## config.mk

```make
export PLATFORM = sky130hd
export DESIGN_NAME = divider_controller
export DESIGN_NICKNAME = d
export VERILOG_FILES = /design/src/rtl/divider_controller.sv
export SDC_FILE = /design/constraint.sdc
export NUM_CORES = 1
export LEC_CHECK = 0
export CORE_MARGIN = 2
export CORE_UTILIZATION = 30
export CTS_BUF_LIST = sky130_fd_sc_hd__clkbuf_8
export CTS_CLUSTER_DIAMETER = 80
export CTS_CLUSTER_SIZE = 24
export DETAILED_ROUTE_END_ITERATION = 10
export MAX_ROUTING_LAYER = met4
export PLACE_DENSITY = 0.54
export SYNTH_ARGS = -nofsm -noshare
export SYNTH_HDL_FRONTEND = slang
export SYNTH_SLANG_ARGS = --single-unit
```

## constraint.sdc

```tcl
create_clock -name clk -period 1.4 [get_ports clk]
set_input_delay 0.42 -clock clk [delete_from_list [all_inputs] [get_ports clk]]
set_output_delay 0.42 -clock clk [all_outputs]
set_load 0.1 [all_outputs]
```

## src/rtl/divider_controller.sv

```systemverilog
// Sequencing FSM for the 10-bit restoring divider: load, ten shift/compare/subtract
// iterations, final quotient-bit insert, then a done pulse with dz/ovf flags.
module divider_controller (
  input  logic clk,
  input  logic rst,
  input  logic start,
  input  logic bZero,
  input  logic lt,
  input  logic qNotZero,
  input  logic cNine,
  input  logic co,
  output logic sclr,
  output logic ldB,
  output logic ldACC,
  output logic ldQ,
  output logic ldC,
  output logic shLACC,
  output logic shLQ,
  output logic setQ0,
  output logic inc,
  output logic init0,
  output logic ready,
  output logic done,
  output logic dz,
  output logic ovf
);

  typedef enum logic [2:0] {
    S_CLR, S_IDLE, S_LOAD, S_CHECK, S_SHIFT, S_TEST, S_FIX, S_DONE
  } state_t;

  state_t state_q, state_d;
  logic   qb_q, qb_d;
  logic   dz_q, dz_d;
  logic   ovf_q, ovf_d;

  logic sclr_q, sclr_d;
  logic ready_q, ready_d;
  logic done_q, done_d;
  logic load_q, load_d;
  logic shlacc_q, shlacc_d;
  logic shlq_q, shlq_d;
  logic setq0_q, setq0_d;
  logic test_q, test_d;

  // The counter carry cannot assert in a legal run.
  logic unused_co;
  assign unused_co = co;

  always_comb begin
    state_d = state_q;
    qb_d    = qb_q;
    dz_d    = dz_q;
    ovf_d   = ovf_q;
    case (state_q)
      S_CLR:   state_d = S_IDLE;
      S_IDLE:  if (start) state_d = S_LOAD;
      S_LOAD: begin
        qb_d    = 1'b0;
        dz_d    = 1'b0;
        ovf_d   = 1'b0;
        state_d = S_CHECK;
      end
      S_CHECK: begin
        if (bZero) begin
          dz_d    = 1'b1;
          state_d = S_DONE;
        end else begin
          state_d = S_SHIFT;
        end
      end
      S_SHIFT: state_d = S_TEST;
      S_TEST: begin
        qb_d    = ~lt;
        state_d = cNine ? S_FIX : S_SHIFT;
      end
      S_FIX:   state_d = S_DONE;
      S_DONE: begin
        ovf_d   = ~dz_q & qNotZero;
        state_d = S_IDLE;
      end
      default: state_d = S_CLR;
    endcase
  end

  // Strobes are decoded from the next state so they appear registered in that state.
  always_comb begin
    sclr_d   = (state_d == S_CLR);
    ready_d  = (state_d == S_IDLE);
    done_d   = (state_d == S_DONE);
    load_d   = (state_d == S_LOAD);
    shlacc_d = (state_d == S_SHIFT);
    shlq_d   = (state_d == S_SHIFT) || (state_d == S_FIX);
    setq0_d  = shlq_d & qb_d;
    test_d   = (state_d == S_TEST);
  end

  always_ff @(posedge clk or posedge rst) begin
    if (rst) begin
      state_q  <= S_CLR;
      qb_q     <= 1'b0;
      dz_q     <= 1'b0;
      ovf_q    <= 1'b0;
      sclr_q   <= 1'b1;
      ready_q  <= 1'b0;
      done_q   <= 1'b0;
      load_q   <= 1'b0;
      shlacc_q <= 1'b0;
      shlq_q   <= 1'b0;
      setq0_q  <= 1'b0;
      test_q   <= 1'b0;
    end else begin
      state_q  <= state_d;
      qb_q     <= qb_d;
      dz_q     <= dz_d;
      ovf_q    <= ovf_d;
      sclr_q   <= sclr_d;
      ready_q  <= ready_d;
      done_q   <= done_d;
      load_q   <= load_d;
      shlacc_q <= shlacc_d;
      shlq_q   <= shlq_d;
      setq0_q  <= setq0_d;
      test_q   <= test_d;
    end
  end

  assign sclr   = sclr_q;
  assign ready  = ready_q;
  assign done   = done_q;
  assign ldB    = load_q;
  assign ldQ    = load_q;
  assign ldC    = load_q;
  assign init0  = load_q;
  assign shLACC = shlacc_q;
  assign shLQ   = shlq_q;
  assign setQ0  = setq0_q;
  // Subtract and increment depend on the comparator/terminal count seen during TEST.
  assign ldACC  = test_q & ~lt;
  assign inc    = test_q & ~cNine;
  assign dz     = dz_q;
  assign ovf    = ovf_q;

endmodule

```

==> qor.csv, run 1 <==
metric;value;unit
outcome;finished, final reports clean;
final net count;94;
Clock H-tree levels;1;
drt wl/cell;10.6;microns
initial antenna violation count;0;
proportion of netlist area held by the largest area contributor;0.504;
adder-cell share of the synthesized area;0;
maximum fanout along the worst path;4;
Synth cell types;24;
Reg area;357;sq um
Antenna Cells;0;
Reg clk slew, reported paths;50;ps
Critical Path RT;980;ps
Finish-stage setup viols;0;
starting DRC count in detailed routing;10;
Final Max Slew Viols;0;
DR vias;498;
TritonCTS clock tree;yes;
Post-Synth XOR/XNOR Area;0.0136;
vias in the first global route;469;
Post-synth top cells;dfrtp_1 (13), a21oi_1 (5), inv_1 (5), nor2_1 (5);
Buf/Inv on CP;1;
compound-gate portion of the synthesized area;0.174;
arrival time worst endpoint;950;ps
delay-heaviest family, CP;flip-flops;
largest family of logic cells by synthesized area;compound AO/OA/AOI/OAI gates;
post-synthesis sequential area ratio;0.545;
Slowest-stage cell, CP;dfrtp_4;
Pre-Repair DR Iteration Count;6;
count leader, synth;dfrtp_1;
RSZ-0062 raised after global routing;no;
first-pass GRT wire length;2.13;mm
final std cells w/o fill;112;
Setup Skew;7.67;ps
fin crit share;0.980;
Final Hold Fails;0;
worst-path cell chain;buf_12;
core area;2000;sq um
DP Wirelength;902;microns
cts-stage hold buffer count;0;
starting density of the core;0.322;
maximum clock rate;729;MHz
IO Count;22;
max-cap violations;0;
Via-to-Cell Ratio;4.45;
top cells by area, synth;dfrtp_1 (50%), buf_4 (4.7%), dfstp_2 (4.1%), a21oi_1 (3.9%), nor2b_1 (3.9%);
biggest area consumer among synthesized cells;dfrtp_1;
Yosys reg bits;14;
synthesized area;646;sq um
Worst-Skew Late Latency;240;ps
GP Congestion;0.739;
Synth Flop Type;dfrtp_1;
EDFF count, synth;0;
DRC violations left;0;
dpl ws;-241;ps
root buffer cell;clkbuf_8;
Num CTS Buffers;3;
Antenna Nets Post-Route;0;
row count;16;
hold crit path type;input port to async pin;
slowest stage delay, CP;530;ps
WL final;1.19;mm
DP Cell Count;108;
Synth Instances;64;
clk sink count;14;
Total Routing Usage GR;0.114;
die span in y;50.4;microns
grt ovf;0;
share of flip-flops with an asynchronous set or reset;1.00;
critical path type;flip-flop to output port;
YS warnings;0;
largest net degree at the start of global routing;16;
chip width;50.4;microns
Layout area overhead;62.8;%
Post-Synth Simple-Gate Area;0.161;
syn_area_per_cell;10.1;sq um
share of cells above drive strength 1;0.318;
Setup WS post-layout;28.5;ps
Port-buffer cells;20;
CTS Buffer Depth;2;
Die ar.;2540;sq um
number of fillers in the final layout;193;
Startpoint Class;flip-flop;
syn nets;72;
multiplexer share of the synthesized area;0;
min Tclk post-route;1370;ps
Setup crit end kind;output port;
multi-input logic area;244;sq um
total negative slack;0;ps
## cell type report
| cell class | instances | area share |
|---|---|---|
| flip-flops and latches | 14 | 0.339 |
| repair buffers | 23 | 0.336 |
| multi-input cells | 39 | 0.232 |
| clock buffers | 3 | 0.0393 |
| well taps | 27 | 0.0321 |
| inverters | 5 | 0.0179 |
| clock inverters | 1 | 0.00357 |
## worst paths after layout
kind	from	endpoint	slack [ps]	depth (start not counted)
worst min register to register	qb_q	qb_q	570	2
worst max register to register	state_q[1]	qb_q	160	3
min in group clk	lt	qb_q	530	3
worst max-delay path	init0	ldC	30	1
max in group asynchronous	rst	sclr	680	3
worst min-delay path	rst	state_q[1]	480	3
## flip-flops by register name, summed over array words and instances, names as in the netlist
signal / flops
state_q: 3
dz: 1
test_q: 1
init0: 1
qb_q: 1
done: 1
ready: 1
shLQ: 1
sclr: 1
shLACC: 1
setQ0: 1
ovf: 1
## metal layers
layer,vias to the layer above,track usage,share of wire
li1,251,-,-
met1,230,0.151,0.47
met2,15,0.164,0.46
met3,2,0.0565,0.062
met4,0,0.0135,0.0067
met5,-,-,0
## stage by stage
stage	area, sq um	hold WS [ps]	utilization
CTS	1060	480	0.530
finish	1050	478	0.525
floorplan	666	308	-
global route	1050	507	0.525
detailed placement	1020	566	0.508
global placement	1020	566	0.508
## layout by cell type (no fill, tap or decap)
cell,instances
a31oi_1,3
clkdlybuf4s50_1,4
o32ai_1,1
o21ai_1,1
clkbuf_8,3
a21oi_1,5
and2_1,2
conb_1,1
nor2b_4,2
o2bb2ai_1,1
o21a_1,3
inv_1,6
nand2_1,3
nor2_1,5
and4b_1,1
dfrtp_2,1
and3b_1,1
a311oi_1,1
dfrtp_1,11
nand3_1,1
dfrtp_4,1
nor2b_1,2
nand2b_1,2
buf_4,3
clkbuf_2,2
buf_12,14
dfstp_2,1
o21ai_0,3
xnor2_1,1
## kinds of logic after synthesis
logic type                Yosys count
buffers and inverters              11
DFF                                14
other                               1
and+or+nand+nor                    19
xor gates and xnor gates            1
AOI/OAI and AO/OA                  18
## what timing repair did
action	CTS	global route
buffers inserted	0	0
pin swaps	0	0
gates resized for setup	4	2
endpoints found under the setup margin	2	2
Power of run 1 is left out: the tool's default activity adds up to more than one toggle a clock period on the data nets, which glitch-free logic cannot reach.
==> run 2, diff against run 1 <==
ABC_AREA = 0   (was unset)
==> results of run 2 <==
No change in the layout: final DEF, timing and power equal those of run 1.
Power of run 2 is left out for the same reason.
